$ cat src/rtl/disp_pkg.sv
// Shared constants for the output display driver.
// Holds the FSM state encoding, the 7-segment glyph table and the sizing constants.
package disp_pkg;

   localparam int unsigned NumDigits  = 3;
   localparam int unsigned DataWidth  = 8;
   localparam int unsigned BcdWidth   = 4 * NumDigits;
   localparam int unsigned ShiftWidth = BcdWidth + DataWidth;

   typedef logic [1:0] state_t;
   localparam state_t StIdle    = 2'd0;
   localparam state_t StConvert = 2'd1;
   localparam state_t StCommit  = 2'd2;

   // Segments are {g,f,e,d,c,b,a}, active high.
   localparam logic [6:0] GLYPH_BLANK = 7'h00;
   localparam logic [6:0] GLYPH_TABLE [16] = '{
      7'h3F, 7'h06, 7'h5B, 7'h4F, 7'h66, 7'h6D, 7'h7D, 7'h07,
      7'h7F, 7'h6F, 7'h77, 7'h7C, 7'h39, 7'h5E, 7'h79, 7'h71
   };

endpackage

$ cat src/rtl/out_display_driver_if.sv
// Bus between the CPU output register and the display driver.
//   master: CPU side, drives out_valid/out_data/dec_mode, observes status and pins.
//   slave : driver side, drives busy/bcd/seg/dig_sel.
interface out_display_driver_if;

   logic        out_valid;
   logic [7:0]  out_data;
   logic        dec_mode;
   logic        busy;
   logic [11:0] bcd;
   logic [6:0]  seg;
   logic [2:0]  dig_sel;

   modport master (
      output out_valid, out_data, dec_mode,
      input  busy, bcd, seg, dig_sel
   );

   modport slave (
      input  out_valid, out_data, dec_mode,
      output busy, bcd, seg, dig_sel
   );

endinterface

$ cat src/rtl/bcd_dabble8.sv
// Sequential shift-add-3 binary-to-BCD engine for one 8-bit value.
//   clk_i, rst_n : clock, async active-low reset
//   load_i       : load {12'b0, data_i} and clear the step counter
//   step_i       : perform one add-3/shift step
//   last_o       : the current step is the final (8th) one
//   shift_o      : shift register; [19:8] hold the BCD result after 8 steps
module bcd_dabble8
   import disp_pkg::*;
(
   input  logic                  clk_i,
   input  logic                  rst_n,
   input  logic                  load_i,
   input  logic [DataWidth-1:0]  data_i,
   input  logic                  step_i,
   output logic                  last_o,
   output logic [ShiftWidth-1:0] shift_o
);

   logic [ShiftWidth-1:0] shift_q, shift_d, adj;
   logic [2:0]            cnt_q, cnt_d;

   always_comb begin
      // Per-nibble correction; nibbles never exceed 9 so no carry can leave a nibble.
      adj = shift_q;
      for (int i = 0; i < NumDigits; i++) begin
         if (shift_q[DataWidth + 4*i +: 4] >= 4'd5) begin
            adj[DataWidth + 4*i +: 4] = shift_q[DataWidth + 4*i +: 4] + 4'd3;
         end
      end

      shift_d = shift_q;
      cnt_d   = cnt_q;
      if (load_i) begin
         shift_d = {{BcdWidth{1'b0}}, data_i};
         cnt_d   = '0;
      end else if (step_i) begin
         shift_d = {adj[ShiftWidth-2:0], 1'b0};
         cnt_d   = cnt_q + 3'd1;
      end
   end

   always_ff @(posedge clk_i or negedge rst_n) begin
      if (!rst_n) begin
         shift_q <= '0;
         cnt_q   <= '0;
      end else begin
         shift_q <= shift_d;
         cnt_q   <= cnt_d;
      end
   end

   assign last_o  = step_i && (cnt_q == 3'd7);
   assign shift_o = shift_q;

endmodule

$ cat src/rtl/out_display_driver.sv
// Captures CPU output values, converts to BCD (decimal) or passes hex nibbles,
// and scans the result onto a 3-digit multiplexed 7-segment display.
//   clkin, rst_n : clock, async active-low reset
//   bus          : out_valid/out_data/dec_mode in; busy/bcd/seg/dig_sel out
module out_display_driver
   import disp_pkg::*;
#(
   parameter int unsigned SCAN_DIV = 4,
   parameter int unsigned BLANK_LZ = 1
) (
   input  logic                clkin,
   input  logic                rst_n,
   out_display_driver_if.slave bus
);

   localparam int unsigned PrescW  = (SCAN_DIV > 1) ? $clog2(SCAN_DIV) : 1;
   localparam bit          BlankLz = (BLANK_LZ != 0);

   state_t                 state_q, state_d;
   logic                   mode_q, mode_d;
   logic                   pend_vld_q, pend_vld_d;
   logic [DataWidth-1:0]   pend_data_q, pend_data_d;
   logic                   pend_mode_q, pend_mode_d;
   logic [BcdWidth-1:0]    bcd_q, bcd_d;
   logic                   cmode_q, cmode_d;
   logic [PrescW-1:0]      presc_q, presc_d;
   logic [1:0]             idx_q, idx_d;
   logic [NumDigits-1:0]   dig_sel_q, dig_sel_d;
   logic [6:0]             seg_q, seg_d;

   logic                   capture, cap_mode, last;
   logic [DataWidth-1:0]   cap_data;
   logic [ShiftWidth-1:0]  shift;

   bcd_dabble8 u_dabble (
      .clk_i   (clkin),
      .rst_n   (rst_n),
      .load_i  (capture),
      .data_i  (cap_data),
      .step_i  (state_q == StConvert),
      .last_o  (last),
      .shift_o (shift)
   );

   always_comb begin
      state_d     = state_q;
      mode_d      = mode_q;
      pend_vld_d  = pend_vld_q;
      pend_data_d = pend_data_q;
      pend_mode_d = pend_mode_q;
      bcd_d       = bcd_q;
      cmode_d     = cmode_q;
      capture     = 1'b0;
      cap_data    = bus.out_data;
      cap_mode    = bus.dec_mode;

      case (state_q)
         StIdle: begin
            if (bus.out_valid) capture = 1'b1;
         end
         StConvert: begin
            if (last) state_d = StCommit;
            if (bus.out_valid) begin
               pend_vld_d  = 1'b1;
               pend_data_d = bus.out_data;
               pend_mode_d = bus.dec_mode;
            end
         end
         StCommit: begin
            bcd_d      = mode_q ? shift[ShiftWidth-1:DataWidth] : {4'h0, shift[DataWidth-1:0]};
            cmode_d    = mode_q;
            state_d    = StIdle;
            pend_vld_d = 1'b0;
            // A live strobe beats the pending slot; either way the slot is consumed.
            if (bus.out_valid) begin
               capture = 1'b1;
            end else if (pend_vld_q) begin
               capture  = 1'b1;
               cap_data = pend_data_q;
               cap_mode = pend_mode_q;
            end
         end
         default: state_d = StIdle;
      endcase

      if (capture) begin
         mode_d  = cap_mode;
         state_d = cap_mode ? StConvert : StCommit;
      end
   end

   // Display scanner: outputs are registered from the current index, so a digit
   // change lags the index by one cycle while still holding SCAN_DIV cycles.
   logic       wrap, blank_sel, d2_zero, d1_zero;
   logic [3:0] digit;

   always_comb begin
      wrap    = (presc_q == PrescW'(SCAN_DIV - 1));
      presc_d = wrap ? '0 : presc_q + PrescW'(1);
      idx_d   = idx_q;
      if (wrap) idx_d = (idx_q == 2'(NumDigits - 1)) ? 2'd0 : idx_q + 2'd1;

      d2_zero = (bcd_q[11:8] == 4'h0);
      d1_zero = (bcd_q[7:4] == 4'h0);

      digit     = bcd_q[3:0];
      blank_sel = 1'b0;
      dig_sel_d = 3'b001;
      case (idx_q)
         2'd1: begin
            digit     = bcd_q[7:4];
            blank_sel = cmode_q && BlankLz && d2_zero && d1_zero;
            dig_sel_d = 3'b010;
         end
         2'd2: begin
            digit     = bcd_q[11:8];
            blank_sel = cmode_q ? (BlankLz && d2_zero) : 1'b1;
            dig_sel_d = 3'b100;
         end
         default: ;
      endcase
      seg_d = blank_sel ? GLYPH_BLANK : GLYPH_TABLE[digit];
   end

   always_ff @(posedge clkin or negedge rst_n) begin
      if (!rst_n) begin
         state_q     <= StIdle;
         mode_q      <= 1'b0;
         pend_vld_q  <= 1'b0;
         pend_data_q <= '0;
         pend_mode_q <= 1'b0;
         bcd_q       <= '0;
         cmode_q     <= 1'b1;
         presc_q     <= '0;
         idx_q       <= '0;
         dig_sel_q   <= '0;
         seg_q       <= '0;
      end else begin
         state_q     <= state_d;
         mode_q      <= mode_d;
         pend_vld_q  <= pend_vld_d;
         pend_data_q <= pend_data_d;
         pend_mode_q <= pend_mode_d;
         bcd_q       <= bcd_d;
         cmode_q     <= cmode_d;
         presc_q     <= presc_d;
         idx_q       <= idx_d;
         dig_sel_q   <= dig_sel_d;
         seg_q       <= seg_d;
      end
   end

   assign bus.busy    = (state_q != StIdle);
   assign bus.bcd     = bcd_q;
   assign bus.seg     = seg_q;
   assign bus.dig_sel = dig_sel_q;

endmodule

$ cat src/flat_wrapper.sv
// flat-port wrapper written by rule: the top's interface ports become plain ports
module out_display_driver_flat import disp_pkg::*;
#(
   parameter int unsigned SCAN_DIV = 4,
   parameter int unsigned BLANK_LZ = 1
)
  (clkin, rst_n, bus_out_valid, bus_out_data, bus_dec_mode, bus_busy, bus_bcd, bus_seg, bus_dig_sel);
  out_display_driver_if bus_i ();
  input  logic clkin;
  input  logic rst_n;
  input wire logic [$bits(bus_i.out_valid)-1:0] bus_out_valid;
  input wire logic [$bits(bus_i.out_data)-1:0] bus_out_data;
  input wire logic [$bits(bus_i.dec_mode)-1:0] bus_dec_mode;
  output wire logic [$bits(bus_i.busy)-1:0] bus_busy;
  output wire logic [$bits(bus_i.bcd)-1:0] bus_bcd;
  output wire logic [$bits(bus_i.seg)-1:0] bus_seg;
  output wire logic [$bits(bus_i.dig_sel)-1:0] bus_dig_sel;
  assign bus_i.out_valid = bus_out_valid;
  assign bus_i.out_data = bus_out_data;
  assign bus_i.dec_mode = bus_dec_mode;
  assign bus_busy = bus_i.busy;
  assign bus_bcd = bus_i.bcd;
  assign bus_seg = bus_i.seg;
  assign bus_dig_sel = bus_i.dig_sel;
  out_display_driver #(.SCAN_DIV(SCAN_DIV), .BLANK_LZ(BLANK_LZ)) u_core (.clkin(clkin), .rst_n(rst_n), .bus(bus_i));
endmodule
$ cat config.mk
export PLATFORM = sky130hd
export DESIGN_NAME = out_display_driver_flat
export DESIGN_NICKNAME = d
export VERILOG_FILES = /design/src/rtl/disp_pkg.sv /design/src/rtl/out_display_driver_if.sv /design/src/rtl/bcd_dabble8.sv /design/src/rtl/out_display_driver.sv /design/src/flat_wrapper.sv
export SDC_FILE = /design/constraint.sdc
export NUM_CORES = 1
export LEC_CHECK = 0
export CAP_MARGIN = 20
export CORE_ASPECT_RATIO = 0.6
export CORE_MARGIN = 2
export CORE_UTILIZATION = 50
export CTS_CLUSTER_SIZE = 8
export DETAILED_ROUTE_END_ITERATION = 8
export PLACE_DENSITY_LB_ADDON = 0.12
export SLEW_MARGIN = 15
export SYNTH_ARGS = -nofsm -noshare
export SYNTH_HDL_FRONTEND = slang
export SYNTH_SLANG_ARGS = --single-unit
$ cat constraint.sdc
create_clock -name clkin -period 2.6 [get_ports clkin]
set_clock_uncertainty 0.2 [all_clocks]
set_input_delay 0.52 -clock clkin [delete_from_list [all_inputs] [get_ports clkin]]
set_output_delay 0.52 -clock clkin [all_outputs]
set_load 0.05 [all_outputs]
==> results.cfg <==
[logic_synthesis]
syn-cell-area_um2 = 3280
synth_top_area_frac = 0.473
syn_inst = 306
synth_edf_count = 0
synth_cell_types = 50
ys.flop_type = dfrtp_1
synth_area_leader_cell = dfrtp_1
synthTopCellsByArea = dfrtp_1 47%, ha_1 7.6%, mux2i_1 5.2%, o21ai_0 5.2%, mux2_2 4.5%
synth-seq-cells = 63
synth.most_common_cell = dfrtp_1
syn_nets = 338
yosys_warnings = 0
yosys-top-cells-count = 62 x dfrtp_1, 34 x o21ai_0, 32 x nand2_1
ys_seq_area_frac = 0.481
async_flop_share = 1.00
syn_area_per_cell_um2 = 10.7

[sta]
tightest_slew_ns = 0.864
tns_ns = 0
slew_headroom = 0.424
setup_viol = 0
rsz0062_at_grt = false
fin_crit_ns = 2.48
min_period_over_period = 0.956
max_freq_mhz = 403
slew_viol_final = 0
hold_violations = 0

[pwr]
max-vdd-ir-drop_uv = 495
power.density_nw_per_um2 = 1170
p_leak_uw = 0.00173

[floorplan]
row_count = 22
initial_core_util = 0.528
io_pins = 35
die_y_um = 66.8
die_w_um = 109
core_area_um2 = 6220
die_area_um2 = 7250

[cells_and_area]
nNetsFinal = 385
syn2layout_area_growth_pct = 21.8
diodes = 0
fin_cells = 440
drive_gt1_frac = 0.174

[detailed_routing]
post_drt_via_cell_ratio = 5.72
drt-initial-drc-count = 178
drt-total-wl_um = 7760
drtAntennaViolNets = 0
first_pass_iters = 4
wire_per_inst_um = 17.6
drc_errors = 0
vias = 2516

[placement]
post-place-cells = 423
hpwl_um = 5720
portBuffers = 34
gp_congestion = 0.902

[status]
status = finished clean

[clocking]
cts_made_buffers = 9
clk_pin_slew_worst_paths_ns = 0.06
cts.sinks = 63
clockBufferDepth = 2
clockRootBuffer = clkbuf_8
h-tree-depth = 3
cts_tree = yes
clk_latency_ns = 0.33

[worst_setup_path]
crit_path_start_kind = flip-flop
cp_max_fo = 8
required_ns = 1.88
critPathKind = flip-flop to output pin
cp-end-kind = output pin
crit_arrival_ns = 1.76
r2r_slack_ns = 0.19

[worst_hold_path]
hp-class = flip-flop to flip-flop

[global_route]
overflow = 0
grt_use_total = 0.240
antenna_found_initial = 0
grt_pass1_wl_um = 13000
grt_pass1_vias = 2438
grt_max_degree = 28

[run]
drv_cap = 0
-- critical path, stage by stage (launching register included) --
cell and delay (ns):
dfrtp_1 0.44, or2_2 0.30, clkdlybuf4s50_1 0.70
-- cell families (layout without fill, tap and decap cells) --
group,count (synthesis),after routing,synth area share
flops,63,63,0.481
buf+inv,28,78,0.0381
compound gates,85,85,0.178
fa+ha+maj,20,20,0.0762
xor+xnor,6,6,0.0160
mux,33,33,0.112
simple gates,71,71,0.0991
-- final timing paths --
check                      cells after the start                          start                                     end
max in group asynchronous                      3                          rst_n  u_core.u_dabble.shift_o[6]$_DFFE_PN0P_
max                                            2  u_core.state_q[0]$_DFFE_PN0P_                                bus_busy
min reg2reg                                    1    u_core.presc_q[0]$_DFF_PN0_             u_core.presc_q[0]$_DFF_PN0_
min in group asynchronous                      2                          rst_n    u_core.u_dabble.cnt_q[2]$_DFFE_PN0P_
max reg2reg                                   10    u_core.idx_q[1]$_DFFE_PN0P_             u_core.bus.seg[3]$_DFF_PN0_
min                                            1    u_core.presc_q[0]$_DFF_PN0_             u_core.presc_q[0]$_DFF_PN0_
-- layout make-up --
cell class | instances | area (um2)
Clock buffer | 14 | 183
Fill cell | 536 | 2220
Inverter | 11 | 41.3
Multi-Input combinational cell | 215 | 1600
Sequential cell | 63 | 1580
Tap cell | 84 | 105
Timing Repair Buffer | 53 | 493
-- cells in the final DEF, fill, tap and decap left out, types with 8 or more instances in the layout --
master / synthesis / routed
clkdlybuf4s50_1: 0 / 33
dfrtp_1: 62 / 62
inv_1: 11 / 10
mux2_2: 13 / 13
nor2_1: 12 / 12
nand3_1: 8 / 8
mux2i_1: 17 / 17
a21oi_1: 8 / 8
buf_4: 1 / 17
clkbuf_8: 0 / 13
nand2_1: 32 / 32
o21ai_0: 34 / 34
ha_1: 20 / 17
-- where the power goes --
group | total [uW] | leakage [uW] | switching [uW] | internal [uW]
sequential | 1740 | 0.000786 | 393 | 1340
clock | 778 | 0.0000946 | 338 | 440
combinational | 2140 | 0.000850 | 1250 | 896
total | 4660 | 0.00173 | 1980 | 2680
-- through the flow --
stage | hold WS [ns] | setup slack [ns] | power, uW | area, um2 | util
floorplan | 0.0244 | 0.206 | 3160 | 3280 | -
global placement | 0.218 | 0.164 | 3800 | 3770 | 0.606
detailed placement | 0.233 | 0.0653 | 3860 | 3770 | 0.606
CTS | 0.242 | 0.0467 | 4650 | 3970 | 0.637
global route | 0.269 | 0.0198 | 4980 | 4000 | 0.643
finish | 0.240 | 0.116 | 4660 | 4000 | 0.643
-- layer usage --
layer  GRT usage  vias up  wire (um)
li1            -     1197          -
met1       0.366     1253       3920
met2       0.337       62       3310
met3      0.0607        4        481
met4      0.0577        0         45
met5           0        -          0
-- sequential cells by signal (all words and copies together), names as in the netlist, 2 cells and up --
name	cells
u_core.bus.dig_sel	3
u_core.pend_data_q	8
u_core.bus.seg	7
u_core.idx_q	2
u_core.state_q	2
u_core.bus.bcd	12
u_core.u_dabble.shift_o	20
u_core.presc_q	2
u_core.u_dabble.cnt_q	3
-- timing repair --
action / CTS / global route
hold buffers: 1 / 0
hold endpoints to repair: 20 / 0
buffers inserted: 0 / 2
endpoints found under the setup margin: 0 / 3
resized for setup: 0 / 5
Power figures use the tool's default switching activity.
